==> config.mk <==
export PLATFORM = sky130hd
export DESIGN_NAME = mips_multicycle_control_flat
export DESIGN_NICKNAME = d
export VERILOG_FILES = /design/src/rtl/mips_multicycle_control_if.sv /design/src/rtl/mips_multicycle_control.sv /design/src/flat_wrapper.sv
export SDC_FILE = /design/constraint.sdc
export NUM_CORES = 1
export LEC_CHECK = 0
export ABC_CLOCK_PERIOD_IN_PS = 2000
export CORE_MARGIN = 2
export CORE_UTILIZATION = 40
export DETAILED_ROUTE_END_ITERATION = 8
export HOLD_SLACK_MARGIN = 0.12
export PLACE_DENSITY_LB_ADDON = 0.3
export SLEW_MARGIN = 20
export SYNTH_ARGS = -nofsm -noshare
export SYNTH_HDL_FRONTEND = slang
export SYNTH_SLANG_ARGS = --single-unit
==> constraint.sdc <==
create_clock -name clk -period 2 [get_ports clk]
set_input_delay 0.4 -clock clk [delete_from_list [all_inputs] [get_ports clk]]
set_output_delay 0.4 -clock clk [all_outputs]
set_load 0.1 [all_outputs]
==> src/rtl/mips_multicycle_control_if.sv <==
// Control bundle between the multicycle MIPS controller and its datapath.
// The master side is the controller: it consumes decode fields and drives every select/enable.
interface mips_multicycle_control_if #(
    parameter int STATE_W = 4
);
    logic [5:0]         op;
    logic [5:0]         funct;
    logic               zero;

    logic               pc_en;
    logic               i_or_d;
    logic               mem_write;
    logic               ir_write;
    logic               reg_dst;
    logic               mem_to_reg;
    logic               reg_write;
    logic [1:0]         alu_src_a;
    logic [1:0]         alu_src_b;
    logic               imm_zero_ext;
    logic [1:0]         pc_src;
    logic [3:0]         alu_control;
    logic               illegal_op;
    logic [STATE_W-1:0] state;

    modport master (
        input  op, funct, zero,
        output pc_en, i_or_d, mem_write, ir_write, reg_dst, mem_to_reg, reg_write,
               alu_src_a, alu_src_b, imm_zero_ext, pc_src, alu_control, illegal_op, state
    );

    modport slave (
        output op, funct, zero,
        input  pc_en, i_or_d, mem_write, ir_write, reg_dst, mem_to_reg, reg_write,
               alu_src_a, alu_src_b, imm_zero_ext, pc_src, alu_control, illegal_op, state
    );
endinterface

==> src/rtl/mips_multicycle_control.sv <==
// Main control FSM for the multicycle MIPS datapath: sequences each instruction
// through fetch/decode/execute/memory/writeback and drives all mux selects and enables.
module mips_multicycle_control #(
    parameter int STATE_W = 4
) (
    input  logic                      clk,
    input  logic                      rst,
    mips_multicycle_control_if.master ctl
);

    typedef enum logic [STATE_W-1:0] {
        FETCH   = STATE_W'(0),
        DECODE  = STATE_W'(1),
        MEMADR  = STATE_W'(2),
        MEMRD   = STATE_W'(3),
        MEMWB   = STATE_W'(4),
        MEMWR   = STATE_W'(5),
        RTYPEEX = STATE_W'(6),
        RTYPEWB = STATE_W'(7),
        BEQEX   = STATE_W'(8),
        BNEEX   = STATE_W'(9),
        IMMEX   = STATE_W'(10),
        IMMWB   = STATE_W'(11),
        JEX     = STATE_W'(12)
    } state_t;

    localparam logic [5:0] OP_RTYPE = 6'b000000;
    localparam logic [5:0] OP_J     = 6'b000010;
    localparam logic [5:0] OP_BEQ   = 6'b000100;
    localparam logic [5:0] OP_BNE   = 6'b000101;
    localparam logic [5:0] OP_ADDI  = 6'b001000;
    localparam logic [5:0] OP_SLTI  = 6'b001010;
    localparam logic [5:0] OP_ANDI  = 6'b001100;
    localparam logic [5:0] OP_ORI   = 6'b001101;
    localparam logic [5:0] OP_LW    = 6'b100011;
    localparam logic [5:0] OP_SW    = 6'b101011;

    localparam logic [5:0] FN_ADD = 6'b100000;
    localparam logic [5:0] FN_SUB = 6'b100010;
    localparam logic [5:0] FN_AND = 6'b100100;
    localparam logic [5:0] FN_OR  = 6'b100101;
    localparam logic [5:0] FN_NOR = 6'b100111;
    localparam logic [5:0] FN_SLT = 6'b101010;
    localparam logic [5:0] FN_SLL = 6'b000000;
    localparam logic [5:0] FN_SRL = 6'b000010;

    localparam logic [3:0] ALU_AND = 4'b0000;
    localparam logic [3:0] ALU_OR  = 4'b0001;
    localparam logic [3:0] ALU_ADD = 4'b0010;
    localparam logic [3:0] ALU_SUB = 4'b0110;
    localparam logic [3:0] ALU_SLT = 4'b0111;
    localparam logic [3:0] ALU_NOR = 4'b1100;
    localparam logic [3:0] ALU_SLL = 4'b1000;
    localparam logic [3:0] ALU_SRL = 4'b1001;

    state_t     state_q;
    state_t     state_d;
    logic [5:0] funct_q;

    logic       pc_en_c;
    logic       ir_write_c;
    logic       mem_write_c;
    logic       reg_write_c;
    logic       i_or_d_c;
    logic       reg_dst_c;
    logic       mem_to_reg_c;
    logic [1:0] alu_src_a_c;
    logic [1:0] alu_src_b_c;
    logic       imm_zero_ext_c;
    logic [1:0] pc_src_c;
    logic [3:0] alu_control_c;
    logic       illegal_op_c;

    function automatic logic rtype_legal(input logic [5:0] f);
        case (f)
            FN_ADD, FN_SUB, FN_AND, FN_OR, FN_NOR, FN_SLT, FN_SLL, FN_SRL: return 1'b1;
            default:                                                       return 1'b0;
        endcase
    endfunction

    function automatic logic [3:0] rtype_alu(input logic [5:0] f);
        case (f)
            FN_ADD:  return ALU_ADD;
            FN_SUB:  return ALU_SUB;
            FN_AND:  return ALU_AND;
            FN_OR:   return ALU_OR;
            FN_NOR:  return ALU_NOR;
            FN_SLT:  return ALU_SLT;
            FN_SLL:  return ALU_SLL;
            FN_SRL:  return ALU_SRL;
            default: return ALU_ADD;
        endcase
    endfunction

    function automatic logic [3:0] imm_alu(input logic [5:0] o);
        case (o)
            OP_SLTI: return ALU_SLT;
            OP_ANDI: return ALU_AND;
            OP_ORI:  return ALU_OR;
            default: return ALU_ADD;
        endcase
    endfunction

    // Shifts take their A operand from the shamt field rather than register A.
    function automatic logic is_shift(input logic [5:0] f);
        return (f == FN_SLL) || (f == FN_SRL);
    endfunction

    always_ff @(posedge clk or posedge rst) begin
        if (rst) begin
            state_q <= FETCH;
        end else begin
            state_q <= state_d;
        end
    end

    // funct is only guaranteed valid in DECODE, so R-type execute/writeback use this copy.
    always_ff @(posedge clk or posedge rst) begin
        if (rst) begin
            funct_q <= 6'b000000;
        end else if (state_q == DECODE) begin
            funct_q <= ctl.funct;
        end
    end

    always_comb begin
        state_d        = FETCH;
        pc_en_c        = 1'b0;
        ir_write_c     = 1'b0;
        mem_write_c    = 1'b0;
        reg_write_c    = 1'b0;
        i_or_d_c       = 1'b0;
        reg_dst_c      = 1'b0;
        mem_to_reg_c   = 1'b0;
        alu_src_a_c    = 2'b00;
        alu_src_b_c    = 2'b00;
        imm_zero_ext_c = 1'b0;
        pc_src_c       = 2'b00;
        alu_control_c  = ALU_ADD;
        illegal_op_c   = 1'b0;

        case (state_q)
            FETCH: begin
                ir_write_c  = 1'b1;
                alu_src_b_c = 2'b01;
                pc_en_c     = 1'b1;
                state_d     = DECODE;
            end
            DECODE: begin
                alu_src_b_c = 2'b11;
                case (ctl.op)
                    OP_LW, OP_SW: state_d = MEMADR;
                    OP_RTYPE: begin
                        if (rtype_legal(ctl.funct)) begin
                            state_d = RTYPEEX;
                        end else begin
                            illegal_op_c = 1'b1;
                        end
                    end
                    OP_BEQ:                            state_d = BEQEX;
                    OP_BNE:                            state_d = BNEEX;
                    OP_ADDI, OP_SLTI, OP_ANDI, OP_ORI: state_d = IMMEX;
                    OP_J:                              state_d = JEX;
                    default:                           illegal_op_c = 1'b1;
                endcase
            end
            MEMADR: begin
                alu_src_a_c = 2'b01;
                alu_src_b_c = 2'b10;
                state_d     = (ctl.op == OP_SW) ? MEMWR : MEMRD;
            end
            MEMRD: begin
                i_or_d_c = 1'b1;
                state_d  = MEMWB;
            end
            MEMWB: begin
                mem_to_reg_c = 1'b1;
                reg_write_c  = 1'b1;
            end
            MEMWR: begin
                i_or_d_c    = 1'b1;
                mem_write_c = 1'b1;
            end
            RTYPEEX: begin
                alu_src_a_c   = is_shift(funct_q) ? 2'b10 : 2'b01;
                alu_control_c = rtype_alu(funct_q);
                state_d       = RTYPEWB;
            end
            RTYPEWB: begin
                reg_dst_c     = 1'b1;
                reg_write_c   = 1'b1;
                alu_control_c = rtype_alu(funct_q);
            end
            BEQEX: begin
                alu_src_a_c   = 2'b01;
                alu_control_c = ALU_SUB;
                pc_src_c      = 2'b01;
                pc_en_c       = ctl.zero;
            end
            BNEEX: begin
                alu_src_a_c   = 2'b01;
                alu_control_c = ALU_SUB;
                pc_src_c      = 2'b01;
                pc_en_c       = ~ctl.zero;
            end
            IMMEX, IMMWB: begin
                alu_src_a_c    = 2'b01;
                alu_src_b_c    = 2'b10;
                alu_control_c  = imm_alu(ctl.op);
                imm_zero_ext_c = (ctl.op == OP_ANDI) || (ctl.op == OP_ORI);
                reg_write_c    = (state_q == IMMWB);
                state_d        = (state_q == IMMEX) ? IMMWB : FETCH;
            end
            JEX: begin
                pc_src_c = 2'b10;
                pc_en_c  = 1'b1;
            end
            default: begin
                state_d = FETCH;
            end
        endcase
    end

    // Reset is asynchronous, so enables are gated directly by rst to stay quiet in the assertion cycle.
    assign ctl.pc_en        = pc_en_c & ~rst;
    assign ctl.ir_write     = ir_write_c & ~rst;
    assign ctl.mem_write    = mem_write_c & ~rst;
    assign ctl.reg_write    = reg_write_c & ~rst;
    assign ctl.i_or_d       = i_or_d_c;
    assign ctl.reg_dst      = reg_dst_c;
    assign ctl.mem_to_reg   = mem_to_reg_c;
    assign ctl.alu_src_a    = alu_src_a_c;
    assign ctl.alu_src_b    = alu_src_b_c;
    assign ctl.imm_zero_ext = imm_zero_ext_c;
    assign ctl.pc_src       = pc_src_c;
    assign ctl.alu_control  = alu_control_c;
    assign ctl.illegal_op   = illegal_op_c;
    assign ctl.state        = state_q;

endmodule
==> src/flat_wrapper.sv <==
// flat-port wrapper written by rule: the top's interface ports become plain ports
module mips_multicycle_control_flat 
#(
    parameter int STATE_W = 4
)
  (clk, rst, ctl_op, ctl_funct, ctl_zero, ctl_pc_en, ctl_i_or_d, ctl_mem_write, ctl_ir_write, ctl_reg_dst, ctl_mem_to_reg, ctl_reg_write, ctl_alu_src_a, ctl_alu_src_b, ctl_imm_zero_ext, ctl_pc_src, ctl_alu_control, ctl_illegal_op, ctl_state);
  mips_multicycle_control_if #(.STATE_W(STATE_W)) ctl_i ();
  input  logic clk;
  input  logic rst;
  input wire logic [$bits(ctl_i.op)-1:0] ctl_op;
  input wire logic [$bits(ctl_i.funct)-1:0] ctl_funct;
  input wire logic [$bits(ctl_i.zero)-1:0] ctl_zero;
  output wire logic [$bits(ctl_i.pc_en)-1:0] ctl_pc_en;
  output wire logic [$bits(ctl_i.i_or_d)-1:0] ctl_i_or_d;
  output wire logic [$bits(ctl_i.mem_write)-1:0] ctl_mem_write;
  output wire logic [$bits(ctl_i.ir_write)-1:0] ctl_ir_write;
  output wire logic [$bits(ctl_i.reg_dst)-1:0] ctl_reg_dst;
  output wire logic [$bits(ctl_i.mem_to_reg)-1:0] ctl_mem_to_reg;
  output wire logic [$bits(ctl_i.reg_write)-1:0] ctl_reg_write;
  output wire logic [$bits(ctl_i.alu_src_a)-1:0] ctl_alu_src_a;
  output wire logic [$bits(ctl_i.alu_src_b)-1:0] ctl_alu_src_b;
  output wire logic [$bits(ctl_i.imm_zero_ext)-1:0] ctl_imm_zero_ext;
  output wire logic [$bits(ctl_i.pc_src)-1:0] ctl_pc_src;
  output wire logic [$bits(ctl_i.alu_control)-1:0] ctl_alu_control;
  output wire logic [$bits(ctl_i.illegal_op)-1:0] ctl_illegal_op;
  output wire logic [$bits(ctl_i.state)-1:0] ctl_state;
  assign ctl_i.op = ctl_op;
  assign ctl_i.funct = ctl_funct;
  assign ctl_i.zero = ctl_zero;
  assign ctl_pc_en = ctl_i.pc_en;
  assign ctl_i_or_d = ctl_i.i_or_d;
  assign ctl_mem_write = ctl_i.mem_write;
  assign ctl_ir_write = ctl_i.ir_write;
  assign ctl_reg_dst = ctl_i.reg_dst;
  assign ctl_mem_to_reg = ctl_i.mem_to_reg;
  assign ctl_reg_write = ctl_i.reg_write;
  assign ctl_alu_src_a = ctl_i.alu_src_a;
  assign ctl_alu_src_b = ctl_i.alu_src_b;
  assign ctl_imm_zero_ext = ctl_i.imm_zero_ext;
  assign ctl_pc_src = ctl_i.pc_src;
  assign ctl_alu_control = ctl_i.alu_control;
  assign ctl_illegal_op = ctl_i.illegal_op;
  assign ctl_state = ctl_i.state;
  mips_multicycle_control #(.STATE_W(STATE_W)) u_core (.clk(clk), .rst(rst), .ctl(ctl_i));
endmodule
==> results of run 1 <==
timing repair:
item / CTS
hold buffers: 0
setup endpoints to repair: 16
setup buffers: 6
pin swaps: 8
resized for setup: 30
metrics by stage:
stage,setup WS (ns),util (%),cells,hold slack (ns),cell area (sq um)
after floorplan,-0.857,-,131,0.245,1210
after detailed placement,-0.305,83.3,228,0.509,2060
after global placement,-0.255,83.3,228,0.492,2060
after CTS,-0.275,90.3,238,0.505,2240
logic make-up after synthesis:
family                    share of synthesized area (%)
and+or+nand+nor                                    36.9
buffers and inverters                              8.07
muxes                                              4.34
DFF                                                24.1
xor gates and xnor gates                           3.37
AOI/OAI and AO/OA                                  23.3
==> results.txt, run 1 <==
- Buffers placed on the I/O ports in this run total 37.
* Grt repair worst endpoint: ctl_illegal_op
* Type of the worst endpoint after the last repair: top-level output
* Yosys top cell area share: 24.1%
- Most used standard cell by instance count after synthesis: sky130_fd_sc_hd__nor2_1
- Initial Utilization: 41.9%
* Dominant cells by area after synthesis: sky130_fd_sc_hd__dfrtp_1, sky130_fd_sc_hd__nor2_1, sky130_fd_sc_hd__mux2_1
- Die Y: 55.0 um
- After synthesis the netlist holds a flip-flop and latch count of 10.
* Most instantiated cells after synthesis: sky130_fd_sc_hd__nor2_1, sky130_fd_sc_hd__nand2_1, sky130_fd_sc_hd__dfrtp_1
* DIE WIDTH: 55.0 um
- No sink is reached through more buffers than the 2 on the longest clock path.
- Cell count after synthesis: 131
- In this run the cell area of the synthesized design comes to 0.00104 sq mm.
* Error Message: [ERROR DPL-0033] detailed placement checks failed during check placement.
- Row count: 18
* Number of distinct library cell variants in the gate-level netlist after synthesis: 48
- The flow stopped in 5_1_grt.
* Clock root cell: sky130_fd_sc_hd__clkbuf_4
- Post-synthesis average cell area: 7.93 sq um
- Yosys printed 0 warnings.
* Hpwl dp: 3.19 mm
- Post-synth EDFFs: 0
- sky130_fd_sc_hd__dfrtp_1 takes more of the synthesized area than any other cell.
* Sequential area share after synthesis: 24.1%
- Clock buffer count from CTS: 3
* IO Count: 38
- Sinks on the clock net: 10
- Net count of the mapped netlist: 146
- CTS built an H-tree with a depth of 1.
- Among all flip-flop cells after synthesis, the most frequent one is sky130_fd_sc_hd__dfrtp_1.
* Async set-or-reset flop fraction in the synthesized netlist: 100%
* Maximum number of pins on one net before global-route repair: 13
- The number of antenna violations at the first check in global routing is 0.
- The congestion estimate from routability-driven global placement came to 0.903.
* Status: stopped before the end
==> run 2, diff against run 1 <==
CORE_UTILIZATION = 25   (was 40)
HOLD_SLACK_MARGIN = unset   (was 0.12)
PLACE_DENSITY_LB_ADDON = 0.15   (was 0.3)
==> run 2 against run 1 <==
  * Synthesized area stayed put
  * Synthesized cell count unchanged
  * The flow now finishes, with violations (setup timing)
==> results.txt, run 2 <==
- The deepest level of the CTS H-tree is 1 (unchanged).
- The first TritonRoute pass finished after 4 iterations.
- Cell type with the highest aggregate area in the netlist: sky130_fd_sc_hd__dfrtp_1 (unchanged)
* Netlist Area Pre-Place: 0.00104 sq mm (unchanged)
- Total placed cells including tap cells: 247 (was 228)
- Number of flip-flops in the largest register: 6
* Largest driver fanout on the critical path: 4
* Most used standard cell by instance count after synthesis: sky130_fd_sc_hd__nor2_1 (unchanged)
- The half-perimeter wire length after placement came to 2.92 mm (was 3.19 mm).
- Global-route total usage across every layer: 16.8%
- 0 antenna diodes ended up in the layout.
- The root buffer cell was sky130_fd_sc_hd__clkbuf_8 (was sky130_fd_sc_hd__clkbuf_4).
- The via count of the first global-routing pass is 1333.
- The worst path uses 108% of the clock period.
- Async set-or-reset flop fraction in the synthesized netlist: 100% (unchanged)
- Setup Slack @ Placement: -0.273 ns (was -0.305 ns)
- The sequential area share after synthesis was 24.1% (unchanged).
- Largest register by flop count: u_core.funct_q
- Hold timing on the final database bottoms out at a slack of 0.444 ns.
* Share of final-layout standard cells stronger than drive strength 1: 59.4%
- Met3 wirelength from detailed routing: 146 um
* Commonest cells after routing, fill and taps aside: sky130_fd_sc_hd__buf_4, sky130_fd_sc_hd__buf_12, sky130_fd_sc_hd__dlygate4sd2_1
* Warning count from the yosys run: 0 (unchanged)
* Capturing element type of the critical path: primary output
* Area used by sequential logic in the layout: 267 sq um
- Cells fill 59.2% of the core in the end.
- Slew at the pin closest to its max-slew limit: 0.393 ns
- The first global-routing pass estimated 6.09 mm of wire.
* Clock latency at the later pin of the worst-skew pair: 0.23 ns
- Setup slack on the critical path of the routed design comes to -0.156 ns.
* Area grow syn2layout: 128%
- Maximum number of pins on one net before global-route repair: 13
- RSZ-0062 raised after global routing: yes
- Worst endpoint data arrival time: 1.76 ns
* Critical path start-end classification: register to primary output
- After clock tree synthesis, the clock-pin slew on the worst setup and hold paths is 0.05 ns.
- Fill cells in the final layout number 342.
- Yosys top cell area share: 24.1% (unchanged)
* Violated checks: setup timing
- Dominant cells by area after synthesis: sky130_fd_sc_hd__dfrtp_1, sky130_fd_sc_hd__nor2_1, sky130_fd_sc_hd__mux2_1 (unchanged).
- Initial Utilization: 26.0% (was 41.9%)
- Number of max-cap violations: 0
- Dividing the detail-routed wire length by the instance count gives 14.2 um.
- The number of synthesized flops with an enable pin was 0 (unchanged).
- Final-layout setup total negative slack: -0.890 ns
- Post-Route WL: 3.73 mm
* Crit start category: register
- The largest buffer count on any clock path is 2 (unchanged).
* Via/cell ratio: 4.98
- The cell area reported after detailed placement is 0.00208 sq mm (was 0.00206 sq mm).
- DIE WIDTH: 68.5 um (was 55.0 um)
- The final estimated routing congestion in global placement was 0.901 (was 0.903).
* Data required, critical path: 1.60 ns
* Wire length on met2: 1.99 mm
- Total DRC errors in the routed layout: 0
- TritonCTS built the clock tree.
* Final slew viol count: 0
* Most common cell after layout, fill and taps aside: sky130_fd_sc_hd__buf_4
* Top_reg_cell synth: sky130_fd_sc_hd__dfrtp_1 (unchanged)
- Most instantiated cells after synthesis: sky130_fd_sc_hd__nor2_1, sky130_fd_sc_hd__nand2_1, sky130_fd_sc_hd__dfrtp_1 (unchanged)
- For the final database, setup skew stands at 0.00316 ns.
- The number of antenna violations at the first check in global routing was 0.
- Maximum achievable frequency: 464 MHz
- The unique cell type count in the Yosys netlist is 48 (unchanged).
- The post-synthesis cell count came to 131 (unchanged).
- Core area: 0.00400 sq mm
* Clock buffer count from CTS: 3 (unchanged)
* Final total power: 2.79 mW
- Synthesis-stage register bit count: 10 (unchanged)
- Final number of hold-violating endpoints: 0
- Count of final setup violators: 10
* IO Count: 38 (unchanged)
- In the final design database the tool counted 228 nets.
* Detailed Route Iter0 Violations: 58
- The total number of clock tree sinks is 10 (unchanged).
* Class of the tightest hold or removal check: input port to async pin
* Net count of the mapped netlist: 146 (unchanged)
- For this design the static power due to leakage is 0.982 nW.
- Headroom to the max-slew limit came out at 73.4%.
* Highest signal layer in the routed design: met4
* Row count: 23 (was 18)
* Total routed wire length on the met1 layer: 1.55 mm
- The total overflow left after global routing is 0.
- Status: complete, but fails checks (was stopped before the end).
* IO Port Bufs: 37 (unchanged)
- In this run the remaining antenna-violating nets after routing total 0.
* Worst vdd rail ir drop: 0.000746 V
- DIE AREA: 0.00469 sq mm
* Die Y: 68.5 um (was 55.0 um)
- Area of all placed cells without fillers: 0.00237 sq mm
- The average footprint of a synthesized cell came to 7.93 sq um (unchanged).
- Summing all multi-input logic gate instances after layout gives 990 sq um.
- The routed design could run at a clock period as short as 2.16 ns.
- The number of buffers inserted by hold repair at cts came to 0 (unchanged).
- Fin cells: 262
- Via count of the routed design: 1306
* PwrDens: 1180 mW/mm^2
## run 2: final timing paths
kind	start	to	slack [ns]	cells past startpoint
max	u_core.ctl.state[3]	ctl_illegal_op	-0.16	5
min	rst	u_core.funct_q[4]	0.44	3
max reg2reg	u_core.ctl.state[3]	u_core.funct_q[5]	0.22	5
min reg2reg	u_core.funct_q[2]	u_core.funct_q[2]	0.57	1
max in group asynchronous	rst	u_core.ctl.state[2]	1.39	3
min in group clk	ctl_funct[4]	u_core.funct_q[4]	0.56	3
## run 2: cells by family after synthesis
logic type	count (synthesis)	synth area share [%]
xor gates and xnor gates	4	3.37
buffers and inverters	13	8.07
and+or+nand+nor	66	36.9
AOI/OAI and AO/OA	34	23.3
muxes	4	4.34
DFF	10	24.1
## run 2: cell type report
class	count	share of cell area, %
repair buffers	84	41.1
well taps	50	2.64
multi-input cells	108	41.8
flip-flops and latches	10	11.2
inverters	6	0.950
clock buffers	4	2.32
## run 2: timing repair
action                                  CTS  global route
gates resized for setup                  45             8
pin swaps                                12             5
endpoints found under the hold margin     0             0
buffers inserted                         10             2
endpoints found under the setup margin   14            13
## run 2: metal layers
layer  track usage [%]  up-vias
met5                 0        -
met4              4.75        0
met3              1.81        4
met2              30.6       31
met1              20.6      624
li1                  -      647
## run 2: worst max-delay path: stages (launching register included)
cell and delay, ns:
sky130_fd_sc_hd__dfrtp_4 0.51, sky130_fd_sc_hd__buf_6 0.14, sky130_fd_sc_hd__nor4b_4 0.35, sky130_fd_sc_hd__o41ai_4 0.15, sky130_fd_sc_hd__nor3_4 0.17, sky130_fd_sc_hd__buf_12 0.20
## run 2: where the power goes
part           leakage (nW)  internal (mW)  switching (mW)  total [mW]
registers             0.116          0.300           0.106       0.406
logic                 0.837          0.847            1.28        2.13
clock network        0.0288          0.173          0.0803       0.253
total                 0.982           1.32            1.47        2.79
Power figures use the tool's default switching activity.
==> run 3, diff against run 2 <==
CAP_MARGIN = 20   (was unset)
==> results of run 3 <==
No change in the layout: final DEF, timing and power equal those of run 2.
